--- src/rtl/sevseg_capture.sv ---
// Receive-side monitor for a multiplexed active-low seven-segment display: synchronizes the
// scanned lines, waits for a settled digit and decodes it. SEVSEG_CAPTURE_ERRCNT_EN adds err_count.
module sevseg_capture #(
    parameter int unsigned SETTLE_CYCLES = 8,
    parameter int unsigned NUM_DIGITS    = 4
) (
    input  logic                    clk,
    input  logic                    rst_n,
    input  logic [NUM_DIGITS-1:0]   an,
    input  logic [6:0]              ca,
`ifdef SEVSEG_CAPTURE_ERRCNT_EN
    input  logic                    err_clr,
    output logic [7:0]              err_count,
`endif
    output logic [4*NUM_DIGITS-1:0] digits,
    output logic [NUM_DIGITS-1:0]   digit_valid,
    output logic                    update,
    output logic [2:0]              update_idx,
    output logic                    pat_err
);

    localparam logic [7:0] SettleCnt = 8'(SETTLE_CYCLES);
    localparam logic [6:0] Blank     = 7'h7f;

    typedef enum logic [1:0] {StIdle, StSettle, StCaptured} state_e;

    logic [NUM_DIGITS-1:0]   an_meta_q, an_sync_q, an_prev_q;
    logic [6:0]              ca_meta_q, ca_sync_q, ca_prev_q;
    logic [7:0]              cnt_q, cnt_d;
    state_e                  state_q, state_d;
    logic                    changed, one_low, capture;
    logic [2:0]              low_idx;
    logic [4:0]              dec;

    logic [4*NUM_DIGITS-1:0] digits_q, digits_d;
    logic [NUM_DIGITS-1:0]   valid_q, valid_d;
    logic                    update_q, update_d;
    logic [2:0]              idx_q, idx_d;
    logic                    pat_err_q, pat_err_d;

    // Returns {legal, nibble}; anything outside the 16 hex glyphs is not legal.
    function automatic logic [4:0] decode(input logic [6:0] seg);
        logic [4:0] r;
        case (seg)
            7'b0000001: r = {1'b1, 4'h0};
            7'b1001111: r = {1'b1, 4'h1};
            7'b0010010: r = {1'b1, 4'h2};
            7'b0000110: r = {1'b1, 4'h3};
            7'b1001100: r = {1'b1, 4'h4};
            7'b0100100: r = {1'b1, 4'h5};
            7'b0100000: r = {1'b1, 4'h6};
            7'b0001111: r = {1'b1, 4'h7};
            7'b0000000: r = {1'b1, 4'h8};
            7'b0000100: r = {1'b1, 4'h9};
            7'b0001000: r = {1'b1, 4'hA};
            7'b1100000: r = {1'b1, 4'hB};
            7'b0110001: r = {1'b1, 4'hC};
            7'b1000010: r = {1'b1, 4'hD};
            7'b0110000: r = {1'b1, 4'hE};
            7'b0111000: r = {1'b1, 4'hF};
            default:    r = 5'b0;
        endcase
        return r;
    endfunction

    // Inputs are asynchronous: two flops of synchronization, then one of history for change detect.
    always_ff @(posedge clk or negedge rst_n) begin
        if (!rst_n) begin
            an_meta_q <= '1;
            an_sync_q <= '1;
            an_prev_q <= '1;
            ca_meta_q <= '1;
            ca_sync_q <= '1;
            ca_prev_q <= '1;
        end else begin
            an_meta_q <= an;
            an_sync_q <= an_meta_q;
            an_prev_q <= an_sync_q;
            ca_meta_q <= ca;
            ca_sync_q <= ca_meta_q;
            ca_prev_q <= ca_sync_q;
        end
    end

    always_comb begin
        changed = ({an_sync_q, ca_sync_q} != {an_prev_q, ca_prev_q});
        one_low = ($countones(~an_sync_q) == 1);
        low_idx = '0;
        for (int i = 0; i < NUM_DIGITS; i++) begin
            if (!an_sync_q[i]) low_idx = 3'(i);
        end
    end

    always_comb begin
        state_d = state_q;
        cnt_d   = cnt_q;
        capture = 1'b0;
        if (!one_low) begin
            state_d = StIdle;
            cnt_d   = '0;
        end else if (changed) begin
            state_d = StSettle;
            cnt_d   = '0;
        end else begin
            if (cnt_q < SettleCnt) cnt_d = cnt_q + 8'd1;
            if (state_q == StCaptured) begin
                state_d = StCaptured;
            end else if (cnt_q == SettleCnt) begin
                state_d = StCaptured;
                capture = 1'b1;
            end else begin
                state_d = StSettle;
            end
        end
    end

    always_ff @(posedge clk or negedge rst_n) begin
        if (!rst_n) begin
            state_q <= StIdle;
            cnt_q   <= '0;
        end else begin
            state_q <= state_d;
            cnt_q   <= cnt_d;
        end
    end

    always_comb begin
        digits_d  = digits_q;
        valid_d   = valid_q;
        update_d  = 1'b0;
        idx_d     = idx_q;
        pat_err_d = 1'b0;
        dec       = decode(ca_prev_q);
        if (capture) begin
            if (dec[4]) begin
                for (int i = 0; i < NUM_DIGITS; i++) begin
                    if (low_idx == 3'(i)) begin
                        digits_d[4*i +: 4] = dec[3:0];
                        valid_d[i]         = 1'b1;
                    end
                end
                update_d = 1'b1;
                idx_d    = low_idx;
            end else if (ca_prev_q == Blank) begin
                // A dark digit invalidates the slot but keeps its last nibble.
                for (int i = 0; i < NUM_DIGITS; i++) begin
                    if (low_idx == 3'(i)) valid_d[i] = 1'b0;
                end
                update_d = 1'b1;
                idx_d    = low_idx;
            end else begin
                pat_err_d = 1'b1;
            end
        end
    end

    always_ff @(posedge clk or negedge rst_n) begin
        if (!rst_n) begin
            digits_q  <= '0;
            valid_q   <= '0;
            update_q  <= 1'b0;
            idx_q     <= '0;
            pat_err_q <= 1'b0;
        end else begin
            digits_q  <= digits_d;
            valid_q   <= valid_d;
            update_q  <= update_d;
            idx_q     <= idx_d;
            pat_err_q <= pat_err_d;
        end
    end

    assign digits      = digits_q;
    assign digit_valid = valid_q;
    assign update      = update_q;
    assign update_idx  = idx_q;
    assign pat_err     = pat_err_q;

`ifdef SEVSEG_CAPTURE_ERRCNT_EN
    logic [7:0] err_count_q;

    // Counts in step with the pat_err pulse; a clear wins over a same-cycle increment.
    always_ff @(posedge clk or negedge rst_n) begin
        if (!rst_n) begin
            err_count_q <= '0;
        end else if (err_clr) begin
            err_count_q <= '0;
        end else if (pat_err_d && (err_count_q != 8'hff)) begin
            err_count_q <= err_count_q + 8'd1;
        end
    end

    assign err_count = err_count_q;
`endif

endmodule
--- config.mk ---
export PLATFORM = sky130hd
export DESIGN_NAME = sevseg_capture
export DESIGN_NICKNAME = d
export VERILOG_FILES = /design/src/rtl/sevseg_capture.sv
export SDC_FILE = /design/constraint.sdc
export NUM_CORES = 1
export LEC_CHECK = 0
export CAP_MARGIN = 30
export CELL_PAD_IN_SITES_DETAIL_PLACEMENT = 1
export CELL_PAD_IN_SITES_GLOBAL_PLACEMENT = 2
export CORE_MARGIN = 2
export CORE_UTILIZATION = 37
export CTS_BUF_LIST = sky130_fd_sc_hd__clkbuf_4 sky130_fd_sc_hd__clkbuf_8 sky130_fd_sc_hd__clkbuf_16
export DETAILED_ROUTE_END_ITERATION = 8
export GPL_TIMING_DRIVEN = 1
export PLACE_DENSITY = 0.78
export SKIP_LAST_GASP = 1
export SLEW_MARGIN = 20
export SYNTH_ARGS = -nofsm -noshare
export SYNTH_HDL_FRONTEND = slang
export SYNTH_SLANG_ARGS = --single-unit
--- constraint.sdc ---
create_clock -name clk -period 4.4 [get_ports clk]
set_input_delay 0.44 -clock clk [delete_from_list [all_inputs] [get_ports clk]]
set_output_delay 0.44 -clock clk [all_outputs]
set_load 0.03 [all_outputs]
==> results of run 1 <==
==> how the worst max path moves through the flow <==
stage / startpoint / to / slack (ns)
final: an_sync_q[3]$_DFF_PN1_ / digits[12]$_DFFE_PN0P_ / 0.84
after global routing: an_sync_q[3]$_DFF_PN1_ / digits[12]$_DFFE_PN0P_ / 0.62
after CTS: an_sync_q[3]$_DFF_PN1_ / digits[12]$_DFFE_PN0P_ / 0.82
after detailed placement: an_sync_q[3]$_DFF_PN1_ / digits[15]$_DFFE_PN0P_ / 0.89
after global placement: an_sync_q[3]$_DFF_PN1_ / digits[12]$_DFFE_PN0P_ / 0.96
after floorplan: an_sync_q[1]$_DFF_PN1_ / digits[11]$_DFFE_PN0P_ / 1.17
==> power by group through the flow <==
stage | Combinational [mW] | Clock, mW | Sequential (mW)
2_1_floorplan | 0.0489 | 0 | 0.665
3_3_place_gp | 0.0717 | 0 | 0.679
3_5_place_dp | 0.0730 | 0 | 0.680
4_1_cts | 0.0738 | 0.654 | 0.669
5_1_grt | 0.0819 | 0.679 | 0.672
6_report | 0.0720 | 0.637 | 0.669
==> routing by layer <==
layer / vias to the layer above / routed length, µm
li1: 928 / -
met1: 1016 / 3020
met2: 47 / 3130
met3: 13 / 296
met4: 0 / 189
met5: - / 0
==> synth_stat cells (2+ instances only) <==
master	n
nand2b_1	6
nor4_1	4
or2_4	2
a31oi_1	2
nand3_1	9
inv_1	16
ha_1	4
or4_4	2
clkbuf_1	11
nor3_1	4
nand2_1	8
buf_6	2
mux2_1	8
mux2_2	6
and4b_1	2
o21ai_0	3
or3_1	2
a311oi_4	2
and3_1	2
nor2_1	20
o31ai_1	2
dfstp_2	33
dfrtp_1	34
a21oi_1	5
o41ai_1	4
nand4_1	5
xnor2_1	13
or4_1	2
mux2i_1	4
a311oi_2	2
xor2_1	3
==> cells by family after synthesis <==
family / count (synthesis) / share of synthesized area [%]
AO/OA/AOI/OAI: 31 / 9.56
AND/OR/NAND/NOR: 76 / 14.4
multiplexers: 18 / 6.65
XOR/XNOR: 16 / 4.72
buffers and inverters: 30 / 4.42
adder cells (fa/ha/maj): 5 / 2.36
other: 1 / 0.126
flip-flops: 67 / 57.8
==> through the flow <==
| step | instances | power [mW] | area, µm² |
|---|---|---|---|
| floorplan | 244 | 0.714 | 2970 |
| global placement | 369 | 0.750 | 3390 |
| detailed placement | 369 | 0.753 | 3390 |
| CTS | 385 | 1.40 | 3640 |
| global route | 385 | 1.43 | 3640 |
| finish | 385 | 1.38 | 3640 |
==> final cells by class <==
type	count	area, µm²
Clock buffer	10	138
Multi-Input combinational cell	147	1120
Sequential cell	67	1720
Fill cell	858	4130
Inverter	16	60.1
Timing Repair Buffer	37	363
Clock inverter	6	113
Tap cell	102	128
==> flip-flops by register name (all words and copies together), names as in the netlist <==
register,count
an_meta_q,4
an_prev_q,4
an_sync_q,4
ca_meta_q,7
ca_prev_q,7
ca_sync_q,7
cnt_q,8
digit_valid,4
digits,16
pat_err,1
state_q,2
update,1
update_idx,2
==> results.md, run 1 <==
- Post-CTS setup buffers: 0
- Chip width: 93.6 µm
- Initial core utilization: 38.3%
- First-pass GRT wire length: 11,400 µm
- Vias in the first global route: 2,149
- Antenna Nets Post-Route: 0
- Row count: 32
- Fmax: 281 MHz
- Core area: 7770 µm²
- Routed vias/inst: 5.21
- Area Overhead vs Synth: 22.5%
- Tmin final: approximately 3.6 ns
- Final Util: 46.9%
- Worst Hold Class: in -> async
- Critical path's largest stage delay: approximately 0.80 ns
- H-Tree Depth: 3
- Combinational power share: 5.2%
- Worst path top cell family by delay: simple AND/OR/NAND/NOR gates
- Syn Area/Cell: 12.2 µm²
- Post-Syn Instances: 244
- Netlist cell types: 53
- Die H: 93.6 µm
- Yosys top cell area share: 29.2%
- Final setup margin: ~0.84 ns
- WS Path Type: reg -> reg
- Wirelength per Cell: 17.2 µm
- Remaining Overflow, GRT: 0
- Maximum root-to-sink buffer count: 2
- VDD IR max: just over 300 µV
- Clock Sinks: 67
- RSZ-0062 raised after global routing: false
- Clock latency on the worst-skew pair: roughly 0.34 ns
- Initial drt markers: 89
- Status: completed
- Global Route met3 Usage: 4.83%
- R2R Setup Slk: 0.84 ns
- Crit path depth: 9
- Sw Share: 22.4%
- Met2 Use GR: roughly a quarter
- Post-synth top area cell: dfstp_2
- Endpoints failing setup: 0
- PwrDens: between 300 and 400 nW/µm²
- GRT Util Overall: 17.1%
- Hold buffers post-CTS: 0
- Crit-path slowest cell: or4_2
- Final WL: 6640 µm
- Top cell by count, worst path: ha_1
- CTS tree: built
- Post-route DRC: 0
- Worst Skew: between 0.008 and 0.009 ns
- Input/output buffers: 36
- Crit-path cells: fa_1 > inv_1 > ha_1 > ha_1 > nor2_1 > nand2_1 > or4_2 > a311oi_2 > mux2_2
- Largest net degree at the start of global routing: 39
- Clock share of power: 46.2%
- CP Launch Type: flop
- Leak: 1.51 nW
- Clock root buffer master: clkbuf_8
- Net switching power: approximately 0.31 mW
- Slew @ Worst Pin: around 0.94 ns
- Synth top area cells: dfstp_2, dfrtp_1, xnor2_1
- Die Area: 8760 µm²
- Max Cap Viol: 0
- P_int: 1.07 mW
- Post-synthesis net count: 262
- N_diodes: 0
- Post-CTS Resized: 0
- Grt met1 use: 23.1%
- Crit Reg-Reg Startpoint: an_sync_q[3]$_DFF_PN1_
- Gpl congestion: ~0.75
- Register area share after synthesis: between 50% and 60%
- Mapped Area: 2970 µm²
- Total negative setup slack: 0 ns
- Slew Viols, Final: 0
- Clk slew on worst S/H paths: roughly 0.080 ns
- CP endpoint kind: flop
- Worst slew margin: 37.6%
- Synth warn: 0
- Arr. time, crit path: 3.79 ns
- Primary FF master, synth: dfrtp_1
- TritonCTS buffer count: 9
- Dpl ws: 0.887 ns
- DPL Wire Length: about 4400 µm
- Synth async-reset ratio: between 90% and 100%
- DR vias: 2,004
- Final worst-path cycle share: 80.9%
- Pre-antenna DRT Iters: 4
- Post-synth EDFFs: 0
- Worst path required time: 4.63 ns
- Share of layout cells above drive strength 1: 25.1%
- GR peak layer: met2
- Ports: 38
- Nets: a little under 300
- Hold Vio Cnt, Final: 0
- Leading cell type in the layout, fill and taps excluded: clkdlybuf4s50_1
- Reg2Reg Capture Point: digits[12]$_DFFE_PN0P_
- Worst reg2reg path depth: 9
- Register share of total power: approximately 49%
- Most frequent cells in the layout: clkdlybuf4s50_1, dfrtp_1, dfstp_2, nor2_1, inv_1
- CP max FO: 10
- WP buf/inv: 1
- Initial antenna violation count: 0
- Worst hold margin: 0.105 ns
- FF+latch count, synth: 67
Power figures use the tool's default switching activity.
==> run 2, diff against run 1 <==
- CORE_UTILIZATION: 37 -> 33
- PLACE_DENSITY: 0.78 -> 0.73
- clock period: 4.4 -> 2.94 ns (I/O delays scaled with it)
==> run 2 against run 1 <==
- the flow now finishes with violations (negative setup slack)
- global-route usage is 0.94 points lower
- die area up 12%
- sequential share of layout area fell by 4.1 points
- total power rose by 54%
- worst hold slack better by 0.015 ns
- register-to-register slack worse by 0.86 ns
- non-clock buffer count increased by 29
- combinational power rose to 2.5 times the previous value
- final cell count is 9.1% higher
- critical endpoint is now digits[13]$_DFFE_PN0P_
==> results.md, run 2 (same netlist as run 1, synthesis figures left out) <==
- TritonCTS buffer count: 9
- P_int: 1.64 mW
- Initial core utilization: 34.1%
- Endpoints failing setup: 4
- Final setup margin: -0.0174 ns
- Crit-path slowest cell: dfstp_2
- Clock share of power: 44.8%
- Routed vias/inst: around 5
- Register share of total power: 46.7%
- Status: complete, but fails checks
- Worst slew margin: 45.7%
- CP Launch Type: flop
- Nets: 325
- Chip width: ~99 µm
- Die H: 98.9 µm
- Combinational power share: under 10%
- WP buf/inv: 1
- Antenna Nets Post-Route: 0
- Area Overhead vs Synth: 34.3%
- Maximum root-to-sink buffer count: 2
- DR vias: 2,085
- Slew @ Worst Pin: 0.815 ns
- Hold buffers post-CTS: 0
- Final Cell Area: 3990 µm²
- Leading cell type in the layout, fill and taps excluded: clkdlybuf4s50_1
- Final WL: approximately 7100 µm
- DPL Wire Length: approximately 4800 µm
- Wirelength per Cell: 16.9 µm
- H-Tree Depth: 3
- R2R Setup Slk: -0.02 ns
- CP endpoint kind: flop
- Reg2Reg Capture Point: digits[13]$_DFFE_PN0P_
- Largest net degree at the start of global routing: 68
- Remaining Overflow, GRT: 0
- Max reg flops: 16
- N_diodes: 0
- Die Area: 9780 µm²
- Gpl congestion: 0.755
- Net switching power: 0.477 mW
- Clock Sinks: 67
- Ports: 38
- Fmax: 338 MHz
- PwrDens: ~530 nW/µm²
- Arr. time, crit path: 3.18 ns
- Leak: 1.69 nW
- Max Cap Viol: 0
- Worst Hold Class: in -> async
- RSZ-0062 raised after global routing: true
- Input/output buffers: 36
- Hold Vio Cnt, Final: 0
- Final Util: 45.8%
- Initial drt markers: 74
- Vias in the first global route: about 2,400
- Worst Skew: 0.0135 ns
- Final worst-path cycle share: 101%
- DP Area: 3540 µm²
- Slew Viols, Final: 0
- Worst path required time: 3.16 ns
- Tmin final: 2.96 ns
- Pre-antenna DRT Iters: 4
- VDD IR max: 406 µV
- Share of layout cells above drive strength 1: 36.5%
- Crit-path cells: fa_1 > inv_1 > ha_2 > ha_4 > nor2_4 > nand2_2 > or4_4 > a311oi_4 > mux2_2
- Most frequent cells in the layout: clkdlybuf4s50_1, dfrtp_1, dfstp_2, buf_4, nor2_1
- Post-route DRC: 0
- Clk slew on worst S/H paths: ~0.07 ns
- CTS tree: built
- Failing checks: negative setup slack
- First-pass GRT wire length: between 10,000 and 15,000 µm
- WS Path Type: reg -> reg
- Core area: 8720 µm²
- Critical path's largest stage delay: 0.55 ns
- Initial antenna violation count: 0
- Worst path top cell family by delay: adder cells
- Clock root buffer master: clkbuf_8
- CP max FO: 5
- Row count: 34
- GRT Util Overall: 16.2%
- Sw Share: 22.5%
- Clock latency on the worst-skew pair: 0.35 ns
- Crit Reg-Reg Startpoint: an_sync_q[3]$_DFF_PN1_
- Worst reg2reg path depth: 9
==> run 2: cell types whose count changed in the layout (fill, tap and decap cells not counted), sizes merged <==
cell  before  now
buf        2   31
==> run 2: power by group through the flow <==
stage	Sequential (mW)	Combinational, mW	Clock (mW)
after detailed placement	1.01	0.130	0
final	0.992	0.180	0.950
after global placement	1.01	0.128	0
after CTS	0.992	0.171	0.980
after global routing	0.996	0.199	1.02
after floorplan	0.995	0.0745	0
==> run 2: worst max-delay path by stage <==
stage | start | to | slack [ns] | cells after the start
after floorplan | an_sync_q[1]$_DFF_PN1_ | digits[11]$_DFFE_PN0P_ | 0.03 | 9
after global placement | an_sync_q[0]$_DFF_PN1_ | digits[13]$_DFFE_PN0P_ | -0.07 | 9
after detailed placement | an_sync_q[3]$_DFF_PN1_ | digits[8]$_DFFE_PN0P_ | -0.11 | 9
after CTS | an_sync_q[3]$_DFF_PN1_ | digits[11]$_DFFE_PN0P_ | -0.02 | 9
after global routing | an_sync_q[3]$_DFF_PN1_ | digits[3]$_DFFE_PN0P_ | -0.11 | 10
final | an_sync_q[3]$_DFF_PN1_ | digits[13]$_DFFE_PN0P_ | -0.02 | 9
==> run 2: cell type report <==
cell class / count / area (µm²)
clock buffer: 10 / 138
fill: 908 / 4730
tap: 108 / 135
inverter: 16 / 60.1
clock inverter: 6 / 113
sequential: 67 / 1720
multi-input combinational: 147 / 1240
timing repair buffer: 66 / 588
==> run 2: repair_timing <==
item,in CTS,in global routing
pin swaps,3,1
cloned,0,0
resized for setup,9,10
setup endpoints to repair,16,23
buffers inserted,13,1
==> run 2: per-layer routing <==
metal,vias to the layer above,wire length (µm),GRT usage (%)
met2,44,3410,26.4
met4,0,127,5.80
met5,-,0,0
li1,978,-,-
met3,9,206,4.40
met1,1054,3350,20.8
==> run 2: through the flow <==
step           power, mW  setup slack, ns  TNS [ns]  hold WS (ns)  std cells
2_1_floorplan       1.07           0.0284         0      -0.00159        244
3_3_place_gp        1.13          -0.0652    -0.598         0.346        390
3_5_place_dp        1.14           -0.112     -1.52         0.347        390
4_1_cts             2.14          -0.0237   -0.0904         0.149        419
5_1_grt             2.22           -0.110     -1.35         0.179        420
6_report            2.12          -0.0174   -0.0602         0.120        420
==> run 2: worst reg2reg max path: stages, from the launching register on <==
cell      delay (ns)
dfstp_2         0.55
fa_1            0.42
inv_1           0.07
ha_2            0.18
ha_4            0.20
nor2_4          0.08
nand2_2         0.08
or4_4           0.50
a311oi_4        0.38
mux2_2          0.39
==> run 3, diff against run 2 <==
- CAP_MARGIN: 30 -> 20
==> results of run 3 <==
Final layout, timing and power as in run 2 (identical DEF).
